### src/rtl/page_walker_if.sv
// ============================================================================
//  Module   : page_walker_if
//  Brief    : Miss-request, fill-response and table-write bundle for the
//             page walker.
//  Revision : 1.0  initial release
// ============================================================================
`default_nettype none

interface page_walker_if;
  logic       miss_valid;
  logic       miss_ready;
  logic       miss_spec;
  logic [4:0] miss_vpn;

  logic       fill_valid;
  logic       fill_ready;
  logic       fill_hit;
  logic       fill_spec;
  logic [4:0] fill_vpn;
  logic [4:0] fill_ppn;
  logic [5:0] probe_cnt;

  logic        pt_wr_en;
  logic        pt_wr_sel;
  logic [4:0]  pt_wr_idx;
  logic [10:0] pt_wr_data;

  modport master (
    output miss_valid, miss_spec, miss_vpn, fill_ready,
    output pt_wr_en, pt_wr_sel, pt_wr_idx, pt_wr_data,
    input  miss_ready, fill_valid, fill_hit, fill_spec, fill_vpn, fill_ppn, probe_cnt
  );

  modport slave (
    input  miss_valid, miss_spec, miss_vpn, fill_ready,
    input  pt_wr_en, pt_wr_sel, pt_wr_idx, pt_wr_data,
    output miss_ready, fill_valid, fill_hit, fill_spec, fill_vpn, fill_ppn, probe_cnt
  );
endinterface

`default_nettype wire

### src/rtl/page_walker.sv
// ============================================================================
//  Module   : page_walker
//  Brief    : Sequential page-table walker over an 8B and a 32B table.
//  Revision : 1.0  initial release
// ============================================================================
`default_nettype none

module page_walker #(
  parameter int PT8_ENTRIES  = 32,
  parameter int PT32_ENTRIES = 16
) (
  input  logic        clk,
  input  logic        rst,
  page_walker_if.slave bus
);

  localparam int         IDX8_W  = $clog2(PT8_ENTRIES);
  localparam int         IDX32_W = $clog2(PT32_ENTRIES);
  localparam logic [4:0] LAST8   = 5'(PT8_ENTRIES - 1);
  localparam logic [4:0] LAST32  = 5'(PT32_ENTRIES - 1);

  typedef enum logic [1:0] {
    S_IDLE = 2'd0,
    S_WALK = 2'd1,
    S_RESP = 2'd2
  } state_e;

  state_e     state_q, state_d;
  logic [4:0] idx_q, idx_d;
  logic [5:0] probe_cnt_q, probe_cnt_d;
  logic       spec_q, spec_d;
  logic [4:0] vpn_q, vpn_d;
  logic       hit_q, hit_d;
  logic [4:0] ppn_q, ppn_d;

  // Valid bits need reset; tag/PPN storage does not.
  logic [PT8_ENTRIES-1:0]  pt8_valid_q;
  logic [4:0]              pt8_tag_q [PT8_ENTRIES];
  logic [4:0]              pt8_ppn_q [PT8_ENTRIES];
  logic [PT32_ENTRIES-1:0] pt32_valid_q;
  logic [2:0]              pt32_tag_q [PT32_ENTRIES];
  logic [2:0]              pt32_ppn_q [PT32_ENTRIES];

  logic               wr_en8, wr_en32;
  logic [IDX8_W-1:0]  wr_idx8, probe_idx8;
  logic [IDX32_W-1:0] wr_idx32, probe_idx32;
  logic               hit8, hit32, probe_hit, at_last;
  logic [4:0]         probe_ppn;

  assign wr_en8   = bus.pt_wr_en && !bus.pt_wr_sel;
  assign wr_en32  = bus.pt_wr_en && bus.pt_wr_sel && (bus.pt_wr_idx <= LAST32);
  assign wr_idx8  = bus.pt_wr_idx[IDX8_W-1:0];
  assign wr_idx32 = bus.pt_wr_idx[IDX32_W-1:0];

  always_ff @(posedge clk or posedge rst) begin
    if (rst) begin
      pt8_valid_q  <= '0;
      pt32_valid_q <= '0;
    end else begin
      if (wr_en8)  pt8_valid_q[wr_idx8]   <= bus.pt_wr_data[10];
      if (wr_en32) pt32_valid_q[wr_idx32] <= bus.pt_wr_data[10];
    end
  end

  always_ff @(posedge clk) begin
    if (wr_en8) begin
      pt8_tag_q[wr_idx8] <= bus.pt_wr_data[9:5];
      pt8_ppn_q[wr_idx8] <= bus.pt_wr_data[4:0];
    end
    if (wr_en32) begin
      pt32_tag_q[wr_idx32] <= bus.pt_wr_data[7:5];
      pt32_ppn_q[wr_idx32] <= bus.pt_wr_data[2:0];
    end
  end

  // Probe reads registered storage, so a same-cycle write is seen only next cycle.
  assign probe_idx8  = idx_q[IDX8_W-1:0];
  assign probe_idx32 = idx_q[IDX32_W-1:0];
  assign hit8        = pt8_valid_q[probe_idx8] && (pt8_tag_q[probe_idx8] == vpn_q);
  assign hit32       = pt32_valid_q[probe_idx32] && (pt32_tag_q[probe_idx32] == vpn_q[2:0]);
  assign probe_hit   = spec_q ? hit32 : hit8;
  assign probe_ppn   = spec_q ? {2'b00, pt32_ppn_q[probe_idx32]} : pt8_ppn_q[probe_idx8];
  assign at_last     = (idx_q == (spec_q ? LAST32 : LAST8));

  always_ff @(posedge clk or posedge rst) begin
    if (rst) begin
      state_q     <= S_IDLE;
      idx_q       <= '0;
      probe_cnt_q <= '0;
      spec_q      <= 1'b0;
      vpn_q       <= '0;
      hit_q       <= 1'b0;
      ppn_q       <= '0;
    end else begin
      state_q     <= state_d;
      idx_q       <= idx_d;
      probe_cnt_q <= probe_cnt_d;
      spec_q      <= spec_d;
      vpn_q       <= vpn_d;
      hit_q       <= hit_d;
      ppn_q       <= ppn_d;
    end
  end

  always_comb begin
    state_d     = state_q;
    idx_d       = idx_q;
    probe_cnt_d = probe_cnt_q;
    spec_d      = spec_q;
    vpn_d       = vpn_q;
    hit_d       = hit_q;
    ppn_d       = ppn_q;
    unique case (state_q)
      S_IDLE: begin
        if (bus.miss_valid) begin
          state_d     = S_WALK;
          idx_d       = '0;
          probe_cnt_d = '0;
          spec_d      = bus.miss_spec;
          vpn_d       = bus.miss_spec ? {2'b00, bus.miss_vpn[2:0]} : bus.miss_vpn;
        end
      end
      S_WALK: begin
        probe_cnt_d = probe_cnt_q + 6'd1;
        if (probe_hit) begin
          hit_d   = 1'b1;
          ppn_d   = probe_ppn;
          state_d = S_RESP;
        end else if (at_last) begin
          hit_d   = 1'b0;
          ppn_d   = '0;
          state_d = S_RESP;
        end else begin
          idx_d = idx_q + 5'd1;
        end
      end
      S_RESP: begin
        if (bus.fill_ready) state_d = S_IDLE;
      end
      default: state_d = S_IDLE;
    endcase
  end

  assign bus.miss_ready = (state_q == S_IDLE);
  assign bus.fill_valid = (state_q == S_RESP);
  assign bus.fill_hit   = hit_q;
  assign bus.fill_spec  = spec_q;
  assign bus.fill_vpn   = vpn_q;
  assign bus.fill_ppn   = ppn_q;
  assign bus.probe_cnt  = probe_cnt_q;

endmodule

`default_nettype wire

### src/flat_wrapper.sv
// flat-port wrapper written by rule: the top's interface ports become plain ports
module page_walker_flat 
#(
  parameter int PT8_ENTRIES  = 32,
  parameter int PT32_ENTRIES = 16
)
  (clk, rst, bus_miss_valid, bus_miss_spec, bus_miss_vpn, bus_fill_ready, bus_pt_wr_en, bus_pt_wr_sel, bus_pt_wr_idx, bus_pt_wr_data, bus_miss_ready, bus_fill_valid, bus_fill_hit, bus_fill_spec, bus_fill_vpn, bus_fill_ppn, bus_probe_cnt);
  page_walker_if bus_i ();
  input  logic clk;
  input  logic rst;
  input wire logic [$bits(bus_i.miss_valid)-1:0] bus_miss_valid;
  input wire logic [$bits(bus_i.miss_spec)-1:0] bus_miss_spec;
  input wire logic [$bits(bus_i.miss_vpn)-1:0] bus_miss_vpn;
  input wire logic [$bits(bus_i.fill_ready)-1:0] bus_fill_ready;
  input wire logic [$bits(bus_i.pt_wr_en)-1:0] bus_pt_wr_en;
  input wire logic [$bits(bus_i.pt_wr_sel)-1:0] bus_pt_wr_sel;
  input wire logic [$bits(bus_i.pt_wr_idx)-1:0] bus_pt_wr_idx;
  input wire logic [$bits(bus_i.pt_wr_data)-1:0] bus_pt_wr_data;
  output wire logic [$bits(bus_i.miss_ready)-1:0] bus_miss_ready;
  output wire logic [$bits(bus_i.fill_valid)-1:0] bus_fill_valid;
  output wire logic [$bits(bus_i.fill_hit)-1:0] bus_fill_hit;
  output wire logic [$bits(bus_i.fill_spec)-1:0] bus_fill_spec;
  output wire logic [$bits(bus_i.fill_vpn)-1:0] bus_fill_vpn;
  output wire logic [$bits(bus_i.fill_ppn)-1:0] bus_fill_ppn;
  output wire logic [$bits(bus_i.probe_cnt)-1:0] bus_probe_cnt;
  assign bus_i.miss_valid = bus_miss_valid;
  assign bus_i.miss_spec = bus_miss_spec;
  assign bus_i.miss_vpn = bus_miss_vpn;
  assign bus_i.fill_ready = bus_fill_ready;
  assign bus_i.pt_wr_en = bus_pt_wr_en;
  assign bus_i.pt_wr_sel = bus_pt_wr_sel;
  assign bus_i.pt_wr_idx = bus_pt_wr_idx;
  assign bus_i.pt_wr_data = bus_pt_wr_data;
  assign bus_miss_ready = bus_i.miss_ready;
  assign bus_fill_valid = bus_i.fill_valid;
  assign bus_fill_hit = bus_i.fill_hit;
  assign bus_fill_spec = bus_i.fill_spec;
  assign bus_fill_vpn = bus_i.fill_vpn;
  assign bus_fill_ppn = bus_i.fill_ppn;
  assign bus_probe_cnt = bus_i.probe_cnt;
  page_walker #(.PT8_ENTRIES(PT8_ENTRIES), .PT32_ENTRIES(PT32_ENTRIES)) u_core (.clk(clk), .rst(rst), .bus(bus_i));
endmodule
### config.mk
export PLATFORM = sky130hd
export DESIGN_NAME = page_walker_flat
export DESIGN_NICKNAME = d
export VERILOG_FILES = /design/src/rtl/page_walker_if.sv /design/src/rtl/page_walker.sv /design/src/flat_wrapper.sv
export SDC_FILE = /design/constraint.sdc
export NUM_CORES = 1
export LEC_CHECK = 0
export ABC_AREA = 1
export CORE_AREA = 8 8 194 196
export DETAILED_ROUTE_END_ITERATION = 10
export DIE_AREA = 0 0 202 204
export HOLD_SLACK_MARGIN = 0.15
export PLACE_DENSITY = 0.85
export SLEW_MARGIN = 5
export SYNTH_ARGS = -nofsm -noshare
export SYNTH_HDL_FRONTEND = slang
export SYNTH_SLANG_ARGS = --single-unit
export TNS_END_PERCENT = 30
### constraint.sdc
create_clock -name clk -period 5.83 [get_ports clk]
set_input_delay 1.166 -clock clk [delete_from_list [all_inputs] [get_ports clk]]
set_output_delay 1.166 -clock clk [all_outputs]
set_load 0.03 [all_outputs]
======== Word-level counts from Yosys, hierarchy flattened ========
Memories as Yosys holds them, arrays and structs flattened.
Cells that the tools add are included.
storage, ports and cells
  flip-flop bits (word level) ............. 73
  bits in latches ......................... 0
  bits in writable memories ............... 416
  memory bits (read-only) ................. 0
  input bits .............................. 28
  output and inout bits ................... 20
  memories kept ........................... 4
memories
  memory             words  width  rd ports  clocked after memory_dff  wr ports  RTL line           source
  u_core.pt8_ppn_q   32     5      1         0                         1         page_walker.sv:39  logic [4:0] pt8_ppn_q [PT8_ENTRIES];
  u_core.pt8_tag_q   32     5      1         0                         1         page_walker.sv:38  logic [4:0] pt8_tag_q [PT8_ENTRIES];
  u_core.pt32_ppn_q  16     3      1         0                         1         page_walker.sv:42  logic [2:0] pt32_ppn_q [PT32_ENTRIES];
  u_core.pt32_tag_q  16     3      1         0                         1         page_walker.sv:41  logic [2:0] pt32_tag_q [PT32_ENTRIES];
operators by class
  add/subtract/negate cells ............... 2
  multipliers ............................. 0
  divide/modulo/power cells ............... 0
  $lt $le $gt $ge ......................... 7
  eq/ne operators ......................... 10
  shift operators ......................... 0
  muxes and demuxes ....................... 33
  bitwise logic cells ..................... 0
  reductions and logical operators ........ 16
operators with widths
  kind                                                            count
  two-way mux 5 bit                                               8
  bitwise mux 32 bit                                              1
  bitwise mux 16 bit                                              1
  less-than comparator 5 x 6 -> 1 bit, second input constant      2
  one-hot mux 6 bit (2 select lines)                              1
  two-way mux 1 bit                                               11
  equality test 5 bit                                             2
  less-than comparator 4 x 5 -> 1 bit, second input constant      2
  one-hot mux 5 bit (2 select lines)                              1
  two-way mux 2 bit                                               4
  inequality test 2 bit, second input constant                    4
  logical AND 1 bit                                               7
  adder 6 x 1 -> 6 bit, second input constant                     1
  two-way mux 6 bit                                               1
  one-hot mux 2 bit (3 select lines)                              1
  AND reduction 2 bit                                             3
  adder 5 x 1 -> 5 bit, second input constant                     1
  binary-select mux 1 bit (select 5 bit)                          1
  demux 1 bit (select 5 bit)                                      1
  >= comparator 5 x 1 -> 1 bit, second input constant             1
  less-or-equal comparator 5 x 4 -> 1 bit, second input constant  1
  binary-select mux 1 bit (select 4 bit)                          1
  demux 1 bit (select 4 bit)                                      1
  >= comparator 4 x 1 -> 1 bit, second input constant             1
  9 further kinds                                                 10

======== Depth between registers and ports, before layout ========
Gate-level depths: netlist of run 1.
  depth in word-level cells ............... 6
  mapped depth ............................ 19
  mapped depth without buffers ............ 16

======== Worst setup path before layout of run 1 ========
Ideal clock, no wire load.
  kind .................................... input-to-reg
  from .................................... input port bus_pt_wr_idx[0]
  to ...................................... memory u_core.pt8_ppn_q[13][0], enable pin
  arrival ................................. 2.066 ns
  slack ................................... 3.385 ns
  stages .................................. 6
  path through ............................ inv_1 -> nor2_1 -> inv_1 -> nor2_1 -> inv_1 -> nor2_1
RTL lines
  item             RTL line            source
  start, declared  flat_wrapper.sv:17  input wire logic [$bits(bus_i.pt_wr_idx)-1:0] bus_pt_wr_idx;
  end, declared    page_walker.sv:39
Straight into the memory's write port.

======== Worst setup path after layout of run 1 ========
  from .................................... register u_core.idx_q[1]
  to ...................................... register u_core.idx_q[0]
between the ends
  cells in the longest elaborated chain, start to end .. 6
  elaborated cells on any way between the ends .. 15
  classes of those cells .................. eq/ne (5); mux (5); reduce/logical (3); memory (2)
ends and longest elaborated chain
  item                                         RTL line                              source
  start, declared                              page_walker.sv:29                     logic [4:0] idx_q, idx_d;
  start signal, assigned                       page_walker.sv:96                     idx_q <= idx_d;
  memory (32 x 5 bit) (tied with other cells)  n/a
  equality test 5 bit (tied with other cells)  page_walker.sv:79                     assign hit8 = pt8_valid_q[probe_idx8] && (pt8_tag_q[probe_idx8] == vpn_q);
  logical AND 1 bit (on tied branches)         page_walker.sv:79, page_walker.sv:80
  two-way mux 1 bit                            page_walker.sv:81                     assign probe_hit = spec_q ? hit32 : hit8;
  inequality test 2 bit (no source line)       n/a
  AND reduction 4 bit (no source line) *       n/a
Mark *: on every way between the ends. The rest lies on a longest branch, timed or not. The select of a mux whose other input is x is not followed.
A chain may end at the register's enable or synchronous reset.

==> results.sh, run 1 <==
export IMPL_synth_cells=1804
export IMPL_min_path_type="flip-flop to flip-flop"
export IMPL_fin_tns_setup_ns=0
export IMPL_area_delta_synth_final_pct=10.6
export IMPL_p_total_mw=10.4
export IMPL_synth_fp_nets=1834
export IMPL_arrival_ns=4.29
export IMPL_n_antenna_cell=0
export IMPL_gp_congestion=0.902
export IMPL_synth_edf_count=416
export IMPL_setup_viol=0
export IMPL_wire_per_inst_um=22.5
export IMPL_ys_flop_type="edfxtp_1"
export IMPL_grt_overflow_total=0
export IMPL_power_density_nw_per_um2=459
export IMPL_drc=0
export IMPL_yosys_register_bits=489
export IMPL_cts_sinks=489
export IMPL_cts_buffers_inserted=47
export IMPL_grt_max_degree=224
export IMPL_worst_path_max_fanout=77
export IMPL_run_status="finished, final reports clean"
export IMPL_cts_repair_resized=0
export IMPL_clkLatencyLatePin_ns=0.55
export IMPL_row_count=69
export IMPL_core_area_um2=34800
export IMPL_via_per_inst=6.28
export IMPL_drt_pass1_iterations=8
export IMPL_finalCriticalPeriod_ns=3.87
export IMPL_post_cts_repair_setup_buffers=0
export IMPL_syn_avg_cell_area_um2=11.3
export IMPL_fp_dieH_um=204
export IMPL_p_leak_nw=8.21
export IMPL_drt_iter0_markers=2252
export IMPL_drv_slew=0
export IMPL_tightestPinTransition_ns=1.31
export IMPL_clkTransAtPathRegs_ns=0.06
export IMPL_grt_pass1_vias=14400
export IMPL_synth_top_cell_area_share=0.611
export IMPL_hold_buffers=0
export IMPL_drv_cap=0
export IMPL_antenna_left=0
export IMPL_yosysWarnings=0
export IMPL_synth_cell_type_count=34
export IMPL_yosysMostFrequentCell="nand2_1"
export IMPL_drive_gt1_frac=0.0577
export IMPL_vias=14500
export IMPL_grtUsageTotal=0.249
export IMPL_slew_headroom=0.126
export IMPL_critPathKind="flip-flop to flip-flop"
export IMPL_synth_area_top_cells="edfxtp_1 61%, dfrtp_1 8.9%, nand2_1 8.1%"
export IMPL_drt_total_wl_um=52100
export IMPL_fin_crit_sh=0.663
export IMPL_hpwl_um=29200
export IMPL_endpoint_kind="flip-flop"
export IMPL_max_freq_ghz=0.259
export IMPL_yosys_area_top_type="edfxtp_1"
export IMPL_die_x_um=202
export IMPL_num_io_pins=48
export IMPL_final_core_util=0.650
export IMPL_finalClockSkew_ns=0.00829
export IMPL_placement_io_buffers=47
export IMPL_worst_endpoint_required_ns=6.26
export IMPL_peakVddDrop_v=0.000674
export IMPL_holdWs_ns=0.496
export IMPL_finalHoldViolCount=0
export IMPL_antenna_found_initial=0
export IMPL_clk_path_buf_depth=3
export IMPL_r2r_setup_slack_ns=1.96
export IMPL_nets=1847
export IMPL_grt_setup_unrepaired="false"
export IMPL_synth_common_cells="441 x nand2_1, 416 x edfxtp_1, 215 x nor2_1"
export IMPL_syn_cell_area_um2=20400
export IMPL_cts_root_buf="clkbuf_16"
export IMPL_cp_start_kind="flip-flop"
export IMPL_h_tree_depth=2
export IMPL_grt_pass1_wl_um=80200
export IMPL_synth_seq_area_share=0.700
export IMPL_ys_async_sr_fraction=0.149
export IMPL_cts_tree="yes"
export IMPL_start_util=0.588
export IMPL_die_area_um2=41200
[per-layer routing]
layer | vias to the layer above | wire, µm | GRT usage
met4 | 0 | 2450 | 0.118
met1 | 6916 | 18800 | 0.314
met2 | 1066 | 24600 | 0.405
met3 | 204 | 6220 | 0.0579
li1 | 6352 | - | -
met5 | - | 0 | 0
[final cells by class]
cell class | instances | area, µm²
well taps | 461 | 577
clock inverters | 18 | 220
repair buffers | 67 | 648
multi-input cells | 1145 | 5190
fillers | 2417 | 12200
flip-flops and latches | 489 | 14300
clock buffers | 69 | 1380
inverters | 67 | 259
[path summary, 6_finish.rpt]
path                                                end                   start  cells past startpoint
worst max-delay path                    u_core.idx_q[0]         u_core.idx_q[1]                     16
min in group asynchronous       u_core.bus.probe_cnt[3]                     rst                      2
worst min register to register   u_core.bus.fill_ppn[1]  u_core.bus.fill_ppn[1]                      2
max in group asynchronous        u_core.pt8_valid_q[25]                     rst                      3
worst max register to register          u_core.idx_q[0]         u_core.idx_q[1]                     16
worst min-delay path             u_core.bus.fill_ppn[1]  u_core.bus.fill_ppn[1]                      2
[power breakdown]
part | internal [mW] | switching [mW]
registers | 3.96 | 0.202
logic | 0.922 | 2.16
clock network | 1.86 | 1.27
[critical path, cell delays in order, from the launching register on]
cell and delay (ns):
dfrtp_4 0.82, clkinv_2 0.77, buf_12 0.49, nand3_1 0.14, nand3_1 0.11, nand2_1 0.11, nand2_1 0.11, nand3_1 0.16
nand2_1 0.07, nand2_1 0.05, nand2_1 0.04, nor2_1 0.18, nand3_1 0.17, nand3_2 0.16, nand2_2 0.11, nand2_1 0.09
nand2_1 0.06
[registers in the layout, indices dropped and copies added, names as in the netlist]
register,count
u_core.bus.fill_hit,1
u_core.bus.fill_ppn,5
u_core.bus.fill_spec,1
u_core.bus.fill_vpn,5
u_core.bus.probe_cnt,6
u_core.idx_q,5
u_core.pt32_ppn_q,48
u_core.pt32_tag_q,48
u_core.pt32_valid_q,16
u_core.pt8_ppn_q,160
u_core.pt8_tag_q,160
u_core.pt8_valid_q,32
u_core.state_q,2
[cell families (layout without fill, tap and decap cells)]
family / count (synthesis) / after routing / synth area share
buffers and inverters: 170 / 221 / 0.0456
AND/OR/NAND/NOR: 852 / 852 / 0.169
AO/OA/AOI/OAI: 291 / 291 / 0.0839
adder cells (fa/ha/maj): 2 / 2 / 0.00122
flip-flops: 489 / 489 / 0.700
[through the flow]
step,instance area (µm²),setup WS [ns],cells
after floorplan,20400,2.81,1804
after global placement,21000,2.20,2229
after detailed placement,21000,2.15,2229
after CTS,22600,2.07,2316
after global routing,22600,1.78,2316
final,22600,1.96,2316
[cell usage in the layout (no fill, tap or decap), drive strengths merged]
cell type      instances
o21a                   4
a221o                  8
a22oi                  9
a32oi                  1
nor3                   1
inv                   63
nor2                 215
bufinv                 5
clkdlybuf4s50         45
a21oi                108
nand2                443
buf                   22
edfxtp               416
o311ai                 8
o22ai                  3
a32o                   7
a41oi                  1
clkinvlp               3
nand3                193
clkinv                14
clkbuf                69
o211ai                21
o21ai                106
a22o                   1
dfrtp                 73
ha                     2
o221ai                14
No activity file was read; power rests on OpenSTA's default activity.
==> run 2, diff against run 1 <==
- clock period: 5.83 -> 4 ns (I/O delays scaled with it)
==> run 2 against run 1 <==
Setup slack worse by 1.1 ns; critical path type unchanged; first-iteration DRC count is 11% higher; cell area increased by 1.4%; die area unchanged; combinational power rose by 51%; largest cell class unchanged.
==> results.sh, run 2 (same netlist as run 1, synthesis figures left out) <==
export IMPL_run_status="finished, final reports clean"
export IMPL_cp_num_buf_inv=2
export IMPL_clkTransAtPathRegs_ns=0.06
export IMPL_clkLatencyLatePin_ns=0.56
export IMPL_min_path_type="flip-flop to flip-flop"
export IMPL_crit_cells=16
export IMPL_fin_crit_sh=0.795
export IMPL_drc=0
export IMPL_finalHoldViolCount=0
export IMPL_worst_endpoint_required_ns=4.43
export IMPL_drv_cap=0
export IMPL_grtUsageTotal=0.253
export IMPL_holdWs_ns=0.487
export IMPL_drt_pass1_iterations=8
export IMPL_setup_viol=0
export IMPL_fp_dieH_um=204
export IMPL_hold_buffers=0
export IMPL_cp_start_kind="flip-flop"
export IMPL_slowest_stage="dfrtp_4"
export IMPL_num_io_pins=48
export IMPL_die_x_um=202
export IMPL_grt_overflow_total=0
export IMPL_critPathTopFamily="simple AND/OR/NAND/NOR gates"
export IMPL_cts_sinks=489
export IMPL_max_freq_ghz=0.314
export IMPL_worst_path_max_fanout=97
export IMPL_p_total_mw=15.3
export IMPL_fillers=2350
export IMPL_timing_rr_end="u_core.idx_q[4]"
export IMPL_r2r_setup_slack_ns=0.82
export IMPL_grt_max_degree=99
export IMPL_via_per_inst=6.33
export IMPL_clk_path_buf_depth=3
export IMPL_mostFrequentLayoutCell="nand2_1"
export IMPL_antenna_found_initial=0
export IMPL_vias=14900
export IMPL_nets=1881
export IMPL_cts_repair_resized=0
export IMPL_reg_top3="u_core.pt8_ppn_q x160, u_core.pt8_tag_q x160"
export IMPL_p_leak_nw=8.41
export IMPL_worstPathCellList="clkinv_2, buf_12, nor2_1, o21ai_0, nand3_1, nand3_1, nand2_1, nand2_1, nand2_1, nand2_1, nor2_1, nand3_1, nand3_2, nand2_2, nand2_1, nand2_1"
export IMPL_drive_gt1_frac=0.0715
export IMPL_die_area_um2=41200
export IMPL_place_area_um2=21300
export IMPL_crit_path_frequent_cell="nand2_1"
export IMPL_gp_congestion=0.915
export IMPL_h_tree_depth=2
export IMPL_cp_slowest_stage_delay_ns=0.81
export IMPL_cts_root_buf="clkbuf_16"
export IMPL_finalCriticalPeriod_ns=3.18
export IMPL_worstHoldPathCells=2
export IMPL_reg2regPathDepth=16
export IMPL_final_cell_area_um2=22900
export IMPL_antenna_left=0
export IMPL_wire_per_inst_um=22.8
export IMPL_drv_slew=0
export IMPL_row_count=69
export IMPL_grt_setup_unrepaired="false"
export IMPL_finalClockSkew_ns=0.0160
export IMPL_power_density_nw_per_um2=668
export IMPL_start_util=0.588
export IMPL_cts_tree="yes"
export IMPL_peakVddDrop_v=0.000523
export IMPL_grt_pass1_wl_um=82000
export IMPL_placement_io_buffers=47
export IMPL_crit_start="u_core.idx_q[1]"
export IMPL_tightestPinTransition_ns=1.31
export IMPL_slew_headroom=0.123
export IMPL_post_cts_repair_setup_buffers=0
export IMPL_dp_cells=2263
export IMPL_cts_buffers_inserted=47
export IMPL_instances_no_fill=2350
export IMPL_n_antenna_cell=0
export IMPL_core_area_um2=34800
export IMPL_critPathKind="flip-flop to flip-flop"
export IMPL_endpoint_kind="flip-flop"
export IMPL_r2r_start="u_core.idx_q[1]"
export IMPL_drt_iter0_markers=2497
export IMPL_grt_pass1_vias=14800
export IMPL_hpwl_um=30300
export IMPL_drt_total_wl_um=53500
export IMPL_arrival_ns=3.61
export IMPL_fin_tns_setup_ns=0
export IMPL_mostFrequentLayoutCells="441 x nand2_1, 416 x edfxtp_1, 215 x nor2_1, 192 x nand3_1, 108 x a21oi_1"
export IMPL_area_delta_synth_final_pct=12.1
export IMPL_cp_endpoint="u_core.idx_q[4]"
-- run 2: cell types whose count changed in the layout (fill, tap and decap cells not counted) --
| cell | before | now |
|---|---|---|
| clkinvlp_4 | 2 | 1 |
| clkinv_1 | 2 | 6 |
| buf_12 | 3 | 7 |
| buf_4 | 17 | 47 |
| clkbuf_8 | 8 | 1 |
| clkbuf_1 | 12 | 14 |
| bufinv_16 | 5 | 8 |
| clkinvlp_2 | 1 | 0 |
-- run 2: worst min-delay path by stage --
stage | startpoint | to | slack, ns
4_1_cts | u_core.bus.fill_ppn[2] | u_core.bus.fill_ppn[2] | 0.48
5_1_grt | u_core.bus.fill_ppn[3] | u_core.bus.fill_ppn[3] | 0.50
2_1_floorplan | u_core.pt32_valid_q[11] | u_core.pt32_valid_q[11] | 0.46
3_3_place_gp | u_core.bus.fill_hit | u_core.bus.fill_hit | 0.46
6_report | u_core.bus.fill_ppn[2] | u_core.bus.fill_ppn[2] | 0.49
3_5_place_dp | u_core.bus.fill_ppn[2] | u_core.bus.fill_ppn[2] | 0.47
-- run 2: per-stage QoR --
stage / util / setup WS (ns)
global route: 0.659 / 0.663
global placement: 0.612 / 0.981
CTS: 0.659 / 0.956
floorplan: - / 1.35
finish: 0.659 / 0.820
detailed placement: 0.612 / 0.939
-- run 2: tightest hold or removal path: stages, from the launching register on --
cell,delay [ns]
dfrtp_1,0.35
nand2_1,0.06
nand2_1,0.05
-- run 2: layout make-up --
cell class                 instances  area, µm²  share of cell area
clock buffer                      64       1290              0.0564
clock inverter                    23        313              0.0137
inverter                          67        259              0.0113
multi-input combinational       1145       5190               0.227
sequential                       489      14300               0.625
tap                              461        577              0.0252
timing repair buffer             101        953              0.0416
-- run 2: where the power goes --
group          internal (mW)  switching, mW
Clock                   2.78           1.86
Sequential              5.77          0.252
Combinational           1.41           3.23
Total                   9.96           5.34
-- run 2: per-layer routing --
layer,GRT usage,vias to the layer above,part of all wire
li1,-,6421,-
met1,0.328,7030,0.36
met2,0.407,1221,0.47
met3,0.0520,213,0.12
met4,0.126,0,0.048
met5,0,-,0
==> run 3, diff against run 2 <==
- clock period: 4 -> 3.08 ns (I/O delays scaled with it)
==> run 3 against run 2 <==
Critical path depth rose by 1; clock skew rose by 0.0096 ns; die area did not move; flip-flop and latch count did not move; via count rose by 0.61%; worst hold slack got worse by 0.044 ns; sequential power rose by 29%; routed wire length rose by 0.91%; cell area rose by 0.86%; critical path type unchanged; critical endpoint is now u_core.bus.fill_hit; highest routed layer unchanged.
==> results.sh, run 3 (same netlist as run 1, synthesis figures left out) <==
export IMPL_run_status="finished, final reports clean"
export IMPL_r2r_start="u_core.idx_q[0]"
export IMPL_num_io_pins=48
export IMPL_vias=15000
export IMPL_drt_pass1_iterations=6
export IMPL_drt_total_wl_um=54000
export IMPL_grt_pass1_wl_um=82900
export IMPL_area_delta_synth_final_pct=13.1
export IMPL_cp_num_buf_inv=2
export IMPL_r2r_setup_slack_ns=0.21
export IMPL_clkLatencyLatePin_ns=0.56
export IMPL_antenna_found_initial=0
export IMPL_hpwl_um=30700
export IMPL_instances_no_fill=2371
export IMPL_drive_gt1_frac=0.0817
export IMPL_cts_tree="yes"
export IMPL_grt_overflow_total=0
export IMPL_pre_cts_ws_ns=0.325
export IMPL_min_path_type="input pin to asynchronous set/reset pin"
export IMPL_placement_io_buffers=47
export IMPL_die_x_um=202
export IMPL_reg2regPathDepth=17
export IMPL_fin_crit_sh=0.931
export IMPL_tightestPinTransition_ns=1.10
export IMPL_finalHoldViolCount=0
export IMPL_post_cts_repair_setup_buffers=0
export IMPL_finalCriticalPeriod_ns=2.87
export IMPL_grt_use_met3=0.0521
export IMPL_timing_rr_end="u_core.bus.fill_hit"
export IMPL_peakVddDrop_v=0.000688
export IMPL_mostFrequentLayoutCell="nand2_1"
export IMPL_dp_cells=2283
export IMPL_slew_headroom=0.268
export IMPL_grt_pass1_vias=14900
export IMPL_worstPathCellList="inv_6, buf_4, nand2_1, nand3_1, nand3_1, nand2_1, nand2_1, nand3_1, nand2_1, nand2_1, nand2_1, nor2_1, nand3_1, nand3_1, nand2_2, nand2_1, nand2_1"
export IMPL_clk_path_buf_depth=3
export IMPL_drc=0
export IMPL_die_area_um2=41200
export IMPL_start_util=0.588
export IMPL_grt_max_degree=148
export IMPL_arrival_ns=3.31
export IMPL_setup_ws_ns=0.212
export IMPL_reg_top3="u_core.pt8_ppn_q x160, u_core.pt8_tag_q x160"
export IMPL_endpoint_kind="flip-flop"
export IMPL_antenna_left=0
export IMPL_grt_setup_unrepaired="false"
export IMPL_gp_congestion=0.891
export IMPL_fin_tns_setup_ns=0
export IMPL_finalClockSkew_ns=0.0256
export IMPL_critPathTopFamily="simple AND/OR/NAND/NOR gates"
export IMPL_grtUsageTotal=0.256
export IMPL_slowest_stage="dfrtp_4"
export IMPL_worst_path_max_fanout=36
export IMPL_cp_start_kind="flip-flop"
export IMPL_cts_sinks=489
export IMPL_max_freq_ghz=0.349
export IMPL_final_seq_area_um2=14300
export IMPL_cts_repair_resized=0
export IMPL_setup_viol=0
export IMPL_critPathKind="flip-flop to flip-flop"
export IMPL_nets=1901
export IMPL_power_density_nw_per_um2=863
export IMPL_fp_dieH_um=204
export IMPL_clkTransAtPathRegs_ns=0.06
export IMPL_fillers=2307
export IMPL_met1_usage=0.327
export IMPL_wire_per_inst_um=22.8
export IMPL_mostFrequentLayoutCells="441 x nand2_1, 416 x edfxtp_1, 215 x nor2_1, 192 x nand3_1, 108 x a21oi_1"
export IMPL_multi_input_area_um2=5190
export IMPL_p_total_mw=19.9
export IMPL_crit_path_frequent_cell="nand2_1"
export IMPL_worst_endpoint_required_ns=3.52
export IMPL_p_leak_nw=8.53
export IMPL_core_area_um2=34800
export IMPL_via_per_inst=6.32
export IMPL_grt_met2_usage=0.418
export IMPL_cts_buffers_inserted=47
export IMPL_grt_busiest_layer="met2"
export IMPL_hold_buffers=0
export IMPL_h_tree_depth=2
export IMPL_drt_iter0_markers=2303
export IMPL_drv_slew=0
export IMPL_n_antenna_cell=0
export IMPL_row_count=69
export IMPL_cts_root_buf="clkbuf_16"
export IMPL_crit_cells=17
export IMPL_drv_cap=0
export IMPL_cp_slowest_stage_delay_ns=0.54
==> run 3: changes by cell type in the layout (fill, tap and decap cells not counted), sizes merged <==
cell | previous run | this run
buf | 56 | 76
clkbuf | 64 | 63
bufinv | 8 | 7
inv | 63 | 64
clkinv | 18 | 20
==> run 3: metrics by stage <==
stage          cell area (µm²)  hold WS [ns]  utilization
4_1_cts                  23100         0.452        0.664
6_report                 23100         0.442        0.664
5_1_grt                  23100         0.485        0.664
2_1_floorplan            20400         0.459            -
3_3_place_gp             21500         0.476        0.618
3_5_place_dp             21500         0.476        0.618
==> run 3: cell type report <==
cell class,instances,share of cell area
tap,461,0.0250
timing repair buffer,121,0.0494
clock buffer,63,0.0566
inverter,67,0.0112
multi-input combinational,1145,0.225
sequential,489,0.620
clock inverter,25,0.0133
==> run 3: how the worst max path moves through the flow <==
stage               startpoint                   to  slack (ns)
2_1_floorplan              rst  u_core.bus.fill_hit        0.61
3_3_place_gp   u_core.idx_q[0]      u_core.idx_q[0]        0.41
3_5_place_dp   u_core.idx_q[0]      u_core.idx_q[2]        0.32
4_1_cts        u_core.idx_q[0]  u_core.bus.fill_hit        0.26
5_1_grt        u_core.idx_q[0]      u_core.idx_q[0]        0.09
6_report       u_core.idx_q[0]  u_core.bus.fill_hit        0.21
==> run 3: where the power goes <==
| part | internal (mW) | switching [mW] | total [mW] |
|---|---|---|---|
| clock network | 3.57 | 2.40 | 5.97 |
| registers | 7.50 | 0.251 | 7.75 |
| logic | 1.89 | 4.32 | 6.22 |
| total | 13.0 | 6.97 | 19.9 |
==> run 3: layer usage <==
| metal | vias up | share of wire |
|---|---|---|
| met5 | - | 0 |
| met4 | 0 | 0.048 |
| met3 | 208 | 0.12 |
| met2 | 1185 | 0.48 |
| met1 | 7110 | 0.35 |
| li1 | 6473 | - |
